`config.mk`:
```
export PLATFORM = sky130hd
export DESIGN_NAME = gold_code_correlator
export DESIGN_NICKNAME = d
export VERILOG_FILES = /design/src/rtl/gold_code_correlator_pkg.sv /design/src/rtl/gold_lfsr_pair.sv /design/src/rtl/gold_code_correlator.sv
export SDC_FILE = /design/constraint.sdc
export NUM_CORES = 1
export LEC_CHECK = 0
export BUFFER_PORTS_ARGS = -buffer_cell sky130_fd_sc_hd__clkbuf_2
export CORE_MARGIN = 2
export CORE_UTILIZATION = 55
export CTS_CLUSTER_DIAMETER = 50
export DETAILED_ROUTE_END_ITERATION = 6
export HOLD_SLACK_MARGIN = 0.15
export PLACE_DENSITY_LB_ADDON = 0.05
export SYNTH_ARGS = -nofsm -noshare
export SYNTH_HDL_FRONTEND = slang
export SYNTH_HIERARCHICAL = 1
export SYNTH_SLANG_ARGS = --single-unit
export TNS_END_PERCENT = 5
```
`constraint.sdc`:
```
create_clock -name clk -period 3.01 [get_ports clk]
set_input_delay 0.1505 -clock clk [delete_from_list [all_inputs] [get_ports clk]]
set_output_delay 0.1505 -clock clk [all_outputs]
set_load 0.02 [all_outputs]
```
`src/rtl/gold_code_correlator_pkg.sv`:
```
// Shared definitions for the Gold-code correlator: code geometry, LFSR masks,
// acquisition thresholds, FSM state encoding and small replica helpers.
package gold_code_correlator_pkg;

   localparam int N        = 5;
   localparam int L        = (1 << N) - 1;
   localparam int THRESH   = 23;
   localparam int CONFIRM  = 2;
   localparam int MISS_MAX = 3;
   localparam int CNT_W    = 4;

   localparam logic [N-1:0] G1_MASK = 5'b10100;
   localparam logic [N-1:0] G2_MASK = 5'b11110;
   localparam logic [N-1:0] SEED    = 5'b11111;

   typedef enum logic [1:0] {
      ST_SEARCH = 2'd0,
      ST_VERIFY = 2'd1,
      ST_LOCK   = 2'd2
   } state_t;

   // One Fibonacci step: shift left, feedback parity enters at bit 0.
   function automatic logic [N-1:0] lfsr_step(input logic [N-1:0] g, input logic [N-1:0] mask);
      return {g[N-2:0], ^(g & mask)};
   endfunction

   // Code phase counts slips modulo the code period.
   function automatic logic [N-1:0] phase_inc(input logic [N-1:0] p);
      return (p == N'(L - 1)) ? '0 : p + N'(1);
   endfunction

endpackage

```
`src/rtl/gold_lfsr_pair.sv`:
```
// Local Gold replica: two N-bit LFSRs stepped together; the chip is the XOR of
// their MSBs. Same recurrence as the upstream generator.
module gold_lfsr_pair
   import gold_code_correlator_pkg::*;
(
   input  logic clk,
   input  logic load,
   input  logic advance,
   output logic chip
);

   logic [N-1:0] g1;
   logic [N-1:0] g2;

   // Reload the seed on request, otherwise step both registers on advance.
   always_ff @(posedge clk) begin
      // NOTE: non-blocking assignments so every register samples pre-edge values.
      if (load) begin
         g1 <= SEED;
         g2 <= SEED;
      end else if (advance) begin
         g1 <= lfsr_step(g1, G1_MASK);
         g2 <= lfsr_step(g2, G2_MASK);
      end
   end

   assign chip = g1[N-1] ^ g2[N-1];

endmodule

```
`src/rtl/gold_code_correlator.sv`:
```
// Gold-code correlator: integrates chip agreement against a local replica over
// each code period, slips the replica one chip per failed epoch, and walks a
// SEARCH / VERIFY / LOCK acquisition FSM on every epoch result.
module gold_code_correlator
   import gold_code_correlator_pkg::*;
(
   input  logic         clk,
   input  logic         rstn,
   input  logic         chip_in,
   input  logic         chip_valid,
   output logic [N+1:0] corr,
   output logic         corr_valid,
   output logic [N-1:0] code_phase,
   output logic [1:0]   state,
   output logic         lock
);

   state_t           state_q;
   logic [N-1:0]     epoch;
   logic [N-1:0]     agree;
   logic [N-1:0]     agree_final;
   logic [N+1:0]     corr_calc;
   logic [CNT_W-1:0] hit_cnt;
   logic [CNT_W-1:0] miss_cnt;
   logic             slip_armed;
   logic             advance;
   logic             rep_chip;
   logic             epoch_end;
   logic             hit;

   gold_lfsr_pair u_replica (
      .clk     (clk),
      .load    (!rstn),
      .advance (advance),
      .chip    (rep_chip)
   );

   // Per-chip accumulation and epoch-end correlation, all combinational.
   always_comb begin
      // NOTE: every output of this block is assigned on every pass, so no latch.
      advance     = chip_valid && !slip_armed;
      agree_final = agree + N'(advance && (chip_in == rep_chip));
      epoch_end   = advance && (epoch == N'(L - 1));
      corr_calc   = {1'b0, agree_final, 1'b0} - (N+2)'(L);
      hit         = $signed(corr_calc) >= $signed((N+2)'(THRESH));
   end

   // Accumulator, slip control and acquisition FSM with registered outputs.
   always_ff @(posedge clk) begin
      // NOTE: reset is sampled on the clock edge only; all state clears here.
      if (!rstn) begin
         epoch      <= '0;
         agree      <= '0;
         corr       <= '0;
         corr_valid <= 1'b0;
         code_phase <= '0;
         state_q    <= ST_SEARCH;
         lock       <= 1'b0;
         hit_cnt    <= '0;
         miss_cnt   <= '0;
         slip_armed <= 1'b0;
      end else begin
         corr_valid <= 1'b0;
         if (chip_valid && slip_armed) begin
            // Discarded chip: replica, epoch and agree all hold.
            slip_armed <= 1'b0;
         end else if (epoch_end) begin
            epoch      <= '0;
            agree      <= '0;
            corr       <= corr_calc;
            corr_valid <= 1'b1;
            case (state_q)
               ST_SEARCH: begin
                  if (hit) begin
                     hit_cnt  <= CNT_W'(1);
                     miss_cnt <= '0;
                     if (CONFIRM == 1) begin
                        state_q <= ST_LOCK;
                        lock    <= 1'b1;
                     end else begin
                        state_q <= ST_VERIFY;
                     end
                  end else begin
                     slip_armed <= 1'b1;
                     code_phase <= phase_inc(code_phase);
                  end
               end
               ST_VERIFY: begin
                  if (hit) begin
                     hit_cnt <= hit_cnt + CNT_W'(1);
                     if (hit_cnt + CNT_W'(1) == CNT_W'(CONFIRM)) begin
                        state_q  <= ST_LOCK;
                        lock     <= 1'b1;
                        miss_cnt <= '0;
                     end
                  end else begin
                     state_q    <= ST_SEARCH;
                     hit_cnt    <= '0;
                     slip_armed <= 1'b1;
                     code_phase <= phase_inc(code_phase);
                  end
               end
               ST_LOCK: begin
                  if (hit) begin
                     miss_cnt <= '0;
                  end else if (miss_cnt + CNT_W'(1) == CNT_W'(MISS_MAX)) begin
                     state_q    <= ST_SEARCH;
                     lock       <= 1'b0;
                     miss_cnt   <= '0;
                     hit_cnt    <= '0;
                     slip_armed <= 1'b1;
                     code_phase <= phase_inc(code_phase);
                  end else begin
                     miss_cnt <= miss_cnt + CNT_W'(1);
                  end
               end
               default: begin
                  state_q <= ST_SEARCH;
                  lock    <= 1'b0;
               end
            endcase
         end else if (advance) begin
            epoch <= epoch + N'(1);
            agree <= agree_final;
         end
      end
   end

   assign state = state_q;

endmodule

```
Yosys cells after proc, flatten, opt, wreduce, memory -nomap -nowiden
Cells that the tools add are included.
Widths: inputs -> output; s select.
{"block": "op_classes", "addsub": 6, "n_mul": 0, "div_mod_pow": 0, "order_cmp": 1, "n_eq_ne": 14, "n_shift": 0, "n_mux": 36, "bitwise_logic": 4, "n_reduce_logical": 21}
{"cell": "$mux 5", "count": 8}
{"cell": "$mux 4", "count": 9}
{"cell": "$pmux 4 s3", "count": 2}
{"cell": "$reduce_and 6->1", "count": 4}
{"cell": "$ne 2x2->1 const B", "count": 6}
{"cell": "$add 5x1->5 const B", "count": 2}
{"cell": "$eq 5x5->1 const B", "count": 2}
{"cell": "$mux 2", "count": 5}
{"cell": "$pmux 5 s2", "count": 1}
{"cell": "$reduce_xor 5->1", "count": 2}
{"cell": "$add 4x1->4 const B", "count": 2}
{"cell": "$eq 4x2->1 const B", "count": 2}
{"cell": "$mux 1", "count": 8}
{"cell": "$ge 7x6->1 const B", "count": 1}
{"cell": "$reduce_and 7->1", "count": 1}
{"cell": "$sub 6x5->7 const B", "count": 1}
{"cell": "$pmux 2 s3", "count": 1}
{"cell": "$add 5x1->5", "count": 1}
{"cell": "$reduce_and 5->1", "count": 1}
{"cell": "$logic_and 1x1->1", "count": 4}
{"cell": "$reduce_and 2->1", "count": 2}
{"cell": "$reduce_bool 2->1", "count": 2}
{"cell": "$reduce_or 2->1", "count": 2}
{"cell": "$ne 3x3->1 const B", "count": 1}
{"cell": "other kinds (10)", "count": 12}
{"block": "totals", "ff_bits": 45, "latch_bits": 0, "ramBits": 0, "rom_bits": 0, "output_inout_bits": 16, "n_memories": 0}

Logic depth before layout (Yosys ltp)
Gate-level depths: netlist (run 1).
{"block": "logic_depth", "depth_word": 8, "ltp_mapped": 13, "depth_no_buf": 11}

By module
Netlist (run 1), hierarchy kept.
{"mod": "gold_code_correlator", "instances": 1, "cells_per_inst": 234, "area_each_um2": 1988.2, "seq_area_each_um2": 680.7}
{"mod": "gold_lfsr_pair", "instances": 1, "cells_per_inst": 37, "area_each_um2": 390.4, "seq_area_each_um2": 200.2}

Least setup slack after synthesis (run 1)
OpenSTA, ideal clock, no wires.
{"block": "synth_path", "path_type": "reg2reg", "startpoint": "register slip_armed", "endpoint": "register code_phase[4]", "t_arrival_ps": 2550, "required_time_ps": 2893, "slack_ps": 343, "stages_incl_launch_ff": 13, "n_path_buf": 2, "path_cell_list": "dfxtp_1 -> nand2b_1 -> clkbuf_1 -> nor2_1 -> ha_1 -> ha_1 -> nand2_1 -> o31ai_2 -> a22oi_2 -> o311a_1 -> buf_4 -> and2_1 -> a32o_1"}
{"block": "synth_via", "elab_chain_len": 8, "word_cells_on_any_way": 12, "classes_between": "add/sub (2); order compare (1); eq/ne (2); bitwise (1); reduce/logical (6)"}
{"element": "start: declaration", "line": "gold_code_correlator.sv:25", "rtl": "logic slip_armed;"}
{"element": "start signal: assignment", "line": "gold_code_correlator.sv:61", "rtl": "slip_armed <= 1'b0;"}
{"element": "start signal: assignment", "line": "gold_code_correlator.sv:66", "rtl": "slip_armed <= 1'b0;"}
{"element": "start signal: assignment", "line": "gold_code_correlator.sv:84", "rtl": "slip_armed <= 1'b1;"}
{"element": "$logic_not 1->1 *", "line": "gold_code_correlator.sv:41", "rtl": "advance = chip_valid && !slip_armed;"}
{"element": "$logic_and 1x1->1 *", "line": "gold_code_correlator.sv:41"}
{"element": "$logic_and 1x1->1 *", "line": "gold_code_correlator.sv:42", "rtl": "agree_final = agree + N'(advance && (chip_in == rep_chip));"}
{"element": "$add 5x1->5 *", "line": "gold_code_correlator.sv:42"}
{"element": "named net agree_final[1]", "line": "gold_code_correlator.sv:21", "rtl": "logic [N-1:0] agree_final;"}
{"element": "$sub 6x5->7 *", "line": "gold_code_correlator.sv:44", "rtl": "corr_calc = {1'b0, agree_final, 1'b0} - (N+2)'(L);"}
{"element": "$ge 7x6->1 *", "line": "gold_code_correlator.sv:45", "rtl": "hit = $signed(corr_calc) >= $signed((N+2)'(THRESH));"}
{"element": "$ne 2x2->1 (no line)"}
{"element": "$reduce_and 6->1 (no line) *"}
{"element": "end signal: assignment", "line": "gold_code_correlator.sv:85", "rtl": "code_phase <= phase_inc(code_phase);"}
{"element": "end signal: assignment", "line": "gold_code_correlator.sv:100", "rtl": "code_phase <= phase_inc(code_phase);"}
{"element": "end signal: assignment", "line": "gold_code_correlator.sv:112", "rtl": "code_phase <= phase_inc(code_phase);"}
{"element": "end: declaration", "line": "gold_code_correlator.sv:13", "rtl": "output logic [N-1:0] code_phase,"}
The timed path passes the listed nets; every way through them passes the cells marked *.
A chain may end at the register's enable or synchronous reset.

Worst setup path in the final report (run 1)
{"block": "layout_path", "startpoint": "register u_replica.g1[4]", "endpoint": "register miss_cnt[2]"}
{"block": "layout_via", "elab_chain_len": 8, "word_cells_on_any_way": 11, "classes_between": "add/sub (2); order compare (1); eq/ne (3); mux (2); bitwise (1); reduce/logical (2)"}
{"element": "start: declaration", "line": "gold_lfsr_pair.sv:12", "rtl": "logic [N-1:0] g1;"}
{"element": "start signal: assignment", "line": "gold_lfsr_pair.sv:22", "rtl": "g1 <= lfsr_step(g1, G1_MASK);"}
{"element": "$xor 1x1->1 *", "line": "gold_lfsr_pair.sv:27", "rtl": "assign chip = g1[N-1] ^ g2[N-1];"}
{"element": "named net rep_chip", "line": "gold_code_correlator.sv:27", "rtl": "logic rep_chip;"}
{"element": "$eq 1x1->1 *", "line": "gold_code_correlator.sv:42"}
{"element": "$logic_and 1x1->1 *", "line": "gold_code_correlator.sv:42"}
{"element": "$add 5x1->5 *", "line": "gold_code_correlator.sv:42"}
{"element": "named net agree_final[1]", "line": "gold_code_correlator.sv:21"}
{"element": "$sub 6x5->7 *", "line": "gold_code_correlator.sv:44"}
{"element": "$ge 7x6->1 *", "line": "gold_code_correlator.sv:45"}
{"element": "$ne 2x2->1 (no line) or $mux 4 (tied branches)"}
{"element": "$reduce_and 6->1 (no line) or $pmux 4 s3 (tied branches)"}
{"element": "end signal: assignment", "line": "gold_code_correlator.sv:114", "rtl": "miss_cnt <= miss_cnt + CNT_W'(1);"}
{"element": "end: declaration", "line": "gold_code_correlator.sv:24", "rtl": "logic [CNT_W-1:0] miss_cnt;"}
Marks and branches as above.

==> results of run 1 <==
cell usage after synthesis (4+ instances only):
| library cell | count | share of area [%] |
|---|---|---|
| dfxtp_1 | 44 | 37 |
| nand2_1 | 38 | 6.0 |
| nor2_1 | 27 | 4.3 |
| ha_1 | 14 | 7.4 |
| a21oi_1 | 13 | 2.7 |
| mux2i_1 | 13 | 5.5 |
| inv_1 | 10 | 1.6 |
| nand3_1 | 8 | 1.7 |
| xor2_1 | 8 | 2.9 |
| o21ai_0 | 7 | 1.5 |
| buf_4 | 5 | 1.6 |
| nor3_1 | 5 | 1.1 |
| xnor2_1 | 5 | 1.8 |
| a211oi_1 | 4 | 1.3 |
| clkbuf_1 | 4 | 0.63 |
per-stage QoR:
stage | util (%) | power (W) | setup WS, ps | hold slack [ps]
6_report | 65.4 | 0.00111 | 177 | 257
5_1_grt | 65.4 | 0.00115 | 7.90 | 255
4_1_cts | 64.8 | 0.00113 | 184 | 245
3_5_place_dp | 61.6 | 0.000658 | 200 | 449
3_3_place_gp | 61.6 | 0.000658 | 262 | 445
2_1_floorplan | - | 0.000645 | 343 | 316
worst reg2reg max path: cells and delay by family, from the launching register on:
family	cells	cell delay [ps]
buffers and inverters	1	250
flip-flops	1	390
AO/OA/AOI/OAI	4	810
AND/OR/NAND/NOR	3	430
adder cells (fa/ha/maj)	2	520
XOR/XNOR	2	340
power by group:
group / switching (W) / internal [W]
combinational: 0.0000302 / 0.0000192
sequential: 0.00000598 / 0.000590
clock: 0.000195 / 0.000271
total: 0.000232 / 0.000880
state kept, by name, indices dropped and copies added, names as in the netlist, 4 cells and up:
name	flops
corr	6
agree	5
code_phase	5
epoch	5
u_replica/g1	5
u_replica/g2	5
hit_cnt	4
miss_cnt	4
timing repair:
| item | in CTS | in global routing |
|---|---|---|
| setup buffers | 0 | 2 |
| hold buffers | 1 | 0 |
| hold endpoints to repair | 1 | 0 |
| setup endpoints to repair | 0 | 3 |
| gates resized for setup | 0 | 1 |
worst max-delay path by stage:
stage / from / to / slack [ps] / depth (start not counted)
floorplan: slip_armed / code_phase[4] / 340 / 12
finish: u_replica/g1[4] / miss_cnt[2] / 180 / 12
detailed placement: u_replica/g1[4] / miss_cnt[1] / 200 / 11
global placement: u_replica/g2[4] / hit_cnt[1] / 260 / 11
global route: u_replica/g1[4] / miss_cnt[0] / 8 / 11
CTS: u_replica/g1[4] / miss_cnt[1] / 180 / 11
layer usage:
layer	global-route usage [%]	vias to the layer above	share of wire [%]
met5	0	-	0
met4	7.48	0	1.5
met3	4.51	6	3.3
met2	33.2	29	46
met1	26.8	918	49
li1	-	1024	-
logic make-up after synthesis:
logic type / share of synthesized area, %
and+or+nand+nor: 20.7
adders and majority gates: 7.36
muxes: 5.47
xor gates and xnor gates: 5.47
buffers and inverters: 5.10
DFF: 37.0
AOI/OAI and AO/OA: 18.9
area by class of cell:
class | instances | area (um2)
multi-input cells | 202 | 1390
clock buffers | 6 | 82.6
repair buffers | 29 | 173
clock inverters | 2 | 38.8
inverters | 13 | 48.8
fillers | 349 | 1420
well taps | 50 | 62.6
flip-flops and latches | 44 | 881
==> impl_metrics.py, run 1 <==
metrics = {
    "logic_synthesis": {
        "synth_cell_types": 60,
        "ys.flop_type": "dfxtp_1",
        "synth_nets": 289,
        "syn_area_mm2": 0.00238,
        "yosysSeqAreaShare_pct": 37.0,
        "synth_edf_count": 0,
        "synth.avg_cell_area_um2": 8.78,
        "yosysWarnings": 6,
        "synth_seq_cells": 44,
        "ys_async_sr_fraction_pct": 0,
        "syn_inst": 271,
    },
    "critical_path": {
        "reg2reg_slack_ps": 180,
        "crit_path_max_incr_delay_ps": 390,
        "start_kind": "flop",
        "timing.rr.end": "miss_cnt[2]",
        "r2r_start": "u_replica/g1[4]",
        "critPathTopFamily": "compound AO/OA/AOI/OAI gates",
        "crit_path_end_kind": "flop",
        "critical-path-slowest-cell": "dfxtp_1",
        "worst-path-max-fanout": 7,
        "cp_cell_sequence": "xor2_1 -> xor2_1 -> nor2_1 -> ha_1 -> ha_1 -> nand2_1 -> o31ai_4 -> a22o_2 -> nand4b_1 -> buf_4 -> o2bb2ai_1 -> a31o_2",
        "worst-path-buf-inv": 1,
        "cp.required_ps": 3200,
        "critical_path_class": "flop to flop",
        "worst_ep_arrival_time_ps": 3030,
        "r2r_cells": 12,
    },
    "power_and_ir_drop": {
        "power_leakage_nw": 1.04,
        "p_per_area_mw_per_mm2": 416,
        "vdd.ir_drop.worst_uv": 330,
    },
    "layout": {
        "finalNonFillerCells": 346,
        "antenna_cells": 0,
        "final_nets": 313,
        "layout_commonest_cell": "dfxtp_1",
        "drive_gt1_share_pct": 17.2,
        "final_area_mm2": 0.00267,
        "syn_to_final_growth_pct": 12.3,
        "final_cell_mix": "dfxtp_1 (44), nand2_1 (38), nor2_1 (27)",
    },
    "timing": {
        "worst_pin_slew_ps": 516,
        "fmax_ghz": 0.353,
        "rsz0062_at_grt": "no",
        "finalMaxSlewViolations": 0,
        "fin_setup_tns_ps": 0,
        "clock_skew_ps": 8.24,
        "finalSetupViolations": 0,
        "fin_crit_sh_pct": 94.1,
        "fin_crit_ps": 2830,
        "slew_headroom_pct": 65.6,
        "hold_violations": 0,
    },
    "floorplanning": {
        "start_util_pct": 58.2,
        "fp.dieArea_mm2": 0.00487,
        "core_mm2": 0.00409,
        "io-pin-count": 20,
        "die_h_um": 69.8,
        "rows": 23,
        "die_w_um": 69.8,
    },
    "place": {
        "hpwlAfterDp_mm": 3.41,
        "place_area_mm2": 0.00252,
        "finalWeightedCongestion": 0.850,
        "dpl.cell_count": 335,
        "portBuffers": 19,
    },
    "hold_path": {
        "holdCritPathClass": "input port to flop",
        "hold_start": "rstn",
        "hold_end": "lock",
        "hold_depth": 2,
    },
    "global_routing": {
        "grt_max_degree": 20,
        "grt_pass1_wl_mm": 8.22,
        "grt_pass1_vias": 1834,
        "gr-usage-all-layers_pct": 20.5,
        "grt-ovfl-total": 0,
        "grt_antenna_before_repair": 0,
    },
    "clock_network": {
        "cts_tree": "yes",
        "root_buffer": "clkbuf_8",
        "cts.clk_slew.worst_paths_ps": 80,
        "insertion_delay_ps": 290,
        "cts_sinks": 44,
        "numCtsBuffers": 5,
        "clock_path_buffers": 2,
        "h-tree-depth": 2,
    },
    "detailed_routing": {
        "vias": 1977,
        "drc": 0,
        "ant_nets": 0,
        "routed_wl_mm": 4.67,
        "first_pass_iters": 4,
        "drt_iter0_drc": 131,
        "wl_per_cell_um": 13.5,
        "drt-vias-per-instance": 5.71,
    },
    "run": {
        "drv_cap": 0,
    },
    "outcome": {
        "outcome": "completed",
    },
}
(Power assumes the default switching activity.)
==> run 2: changes to the inputs <==
==> constraint.sdc (replaced) <==
create_clock -name clk -period 3.01 [get_ports clk]
set_input_delay 0.602 -clock clk [delete_from_list [all_inputs] [get_ports clk]]
set_output_delay 0.602 -clock clk [all_outputs]
set_load 0.02 [all_outputs]
==> impl_metrics.py, run 2 (same netlist as run 1, synthesis figures left out) <==
metrics = {
    "outcome": {
        "outcome": "completed",
    },
    "layout": {
        "fillers": 374,
        "syn_to_final_growth_pct": 12.6,
        "regArea_um2": 883,
        "largest_register": "corr",
        "multi_input_area_mm2": 0.00140,
        "final_area_mm2": 0.00268,
        "drive_gt1_share_pct": 18.5,
        "largest_reg_flops": 6,
        "final_core_util_pct": 65.5,
        "antenna_cells": 0,
        "final_nets": 314,
        "layout_commonest_cell": "dfxtp_1",
        "final_cell_mix": "dfxtp_1 (42), nand2_1 (38), nor2_1 (27)",
    },
    "global_routing": {
        "grt-ovfl-total": 0,
        "grt_pass1_wl_mm": 8.25,
        "grt_pass1_vias": 1861,
        "gr-usage-all-layers_pct": 20.7,
        "grt_antenna_before_repair": 0,
        "grt_max_degree": 20,
    },
    "place": {
        "place_area_mm2": 0.00252,
        "hpwlAfterDp_mm": 3.42,
        "portBuffers": 19,
        "dp_slack_ps": 51.9,
        "finalWeightedCongestion": 0.814,
    },
    "timing": {
        "setup_slack_ps": 165,
        "finalSetupViolations": 0,
        "fmax_ghz": 0.351,
        "hold_violations": 0,
        "rsz0062_at_grt": "no",
        "fin_crit_ps": 2850,
        "worst_pin_slew_ps": 572,
        "finalMaxSlewViolations": 0,
        "fin_crit_sh_pct": 94.5,
        "fin_setup_tns_ps": 0,
        "slew_headroom_pct": 61.6,
        "clock_skew_ps": 11.2,
        "whs_ps": 457,
    },
    "critical_path": {
        "start_kind": "flop",
        "cp_cell_sequence": "xor2_1 -> xor2_1 -> nor2_1 -> ha_1 -> ha_4 -> nand2_1 -> o31ai_4 -> a22o_2 -> nand4b_1 -> buf_4 -> o2bb2ai_1 -> a31o_2",
        "critical_path_class": "flop to flop",
        "cp-startpoint": "u_replica/g2[4]",
        "worst_ep_arrival_time_ps": 3040,
        "r2r_start": "u_replica/g2[4]",
        "critical-path-slowest-cell": "dfxtp_2",
        "crit_top_cell": "xor2_1",
        "crit_path_max_incr_delay_ps": 350,
        "worst-path-max-fanout": 8,
        "cp.required_ps": 3210,
        "crit_path_end_kind": "flop",
    },
    "run": {
        "drv_cap": 0,
    },
    "power_and_ir_drop": {
        "power_leakage_nw": 1.04,
        "p_int_w": 0.000855,
        "p_sw_w": 0.000234,
        "p_per_area_mw_per_mm2": 407,
        "power.share.switching_pct": 21.5,
        "vdd.ir_drop.worst_uv": 316,
        "power_frac_seq_pct": 54.7,
        "pwr-share-comb_pct": 4.5,
        "clockPowerShare_pct": 40.8,
    },
    "detailed_routing": {
        "drt_iter0_drc": 127,
        "first_pass_iters": 4,
        "ant_nets": 0,
        "drc": 0,
        "drt-vias-per-instance": 5.71,
        "routed_wl_mm": 4.73,
        "vias": 1981,
        "wl_per_cell_um": 13.6,
    },
    "floorplanning": {
        "core_mm2": 0.00409,
        "io-pin-count": 20,
        "start_util_pct": 58.2,
        "fp.dieArea_mm2": 0.00487,
        "die_w_um": 69.8,
        "die_h_um": 69.8,
        "rows": 23,
    },
    "clock_network": {
        "root_buffer": "clkbuf_8",
        "cts_tree": "yes",
        "h-tree-depth": 2,
        "clock_path_buffers": 2,
        "numCtsBuffers": 5,
        "cts.clk_slew.worst_paths_ps": 90,
        "insertion_delay_ps": 300,
        "cts_sinks": 44,
    },
    "hold_path": {
        "hold_start": "corr[1]",
        "holdCritPathClass": "flop to flop",
    },
}
## run 2: critical path: cells and delay by family, from the launching register on
kind | cells | cell delay, ps
AOI/OAI and AO/OA | 4 | 840
adders and majority gates | 2 | 510
and+or+nand+nor | 3 | 460
DFF | 1 | 350
xor gates and xnor gates | 2 | 330
buffers and inverters | 1 | 250
## run 2: area by class of cell
class                   count  share of cell area, %
flip-flops and latches     44                   33.0
clock inverters             2                   1.31
multi-input cells         202                   52.2
repair buffers             30                   6.64
inverters                  13                   1.82
well taps                  50                   2.34
clock buffers               6                   2.71
## run 2: layer usage
metal / global-route usage [%] / wire length [um]
met1: 25.5 / 2190
met3: 5.09 / 201
met4: 8.12 / 81
met2: 34.7 / 2250
met5: 0 / 0
## run 2: power by group through the flow
stage | clock network, W | logic (W) | registers [W]
3_5_place_dp | 0 | 0.0000492 | 0.000609
3_3_place_gp | 0 | 0.0000484 | 0.000609
5_1_grt | 0.000480 | 0.0000568 | 0.000597
6_report | 0.000444 | 0.0000495 | 0.000596
4_1_cts | 0.000452 | 0.0000495 | 0.000596
2_1_floorplan | 0 | 0.0000370 | 0.000608
## run 2: final timing paths
path	to	slack, ps	depth (start not counted)
max reg2reg	miss_cnt[2]	160	12
min reg2reg	corr[1]	460	2
min	corr[1]	460	2
max	miss_cnt[2]	160	12
## run 2: through the flow
step,instances,total power [W]
2_1_floorplan,271,0.000645
3_3_place_gp,336,0.000658
3_5_place_dp,336,0.000659
4_1_cts,344,0.00110
5_1_grt,347,0.00113
6_report,347,0.00109
## run 2: what timing repair did
| action | 4_1_cts | 5_1_grt |
|---|---|---|
| endpoints found under the setup margin | 0 | 9 |
| gates resized for setup | 0 | 4 |
| buffers inserted | 0 | 3 |
| hold endpoints to repair | 0 | 0 |
| hold buffers | 0 | 0 |
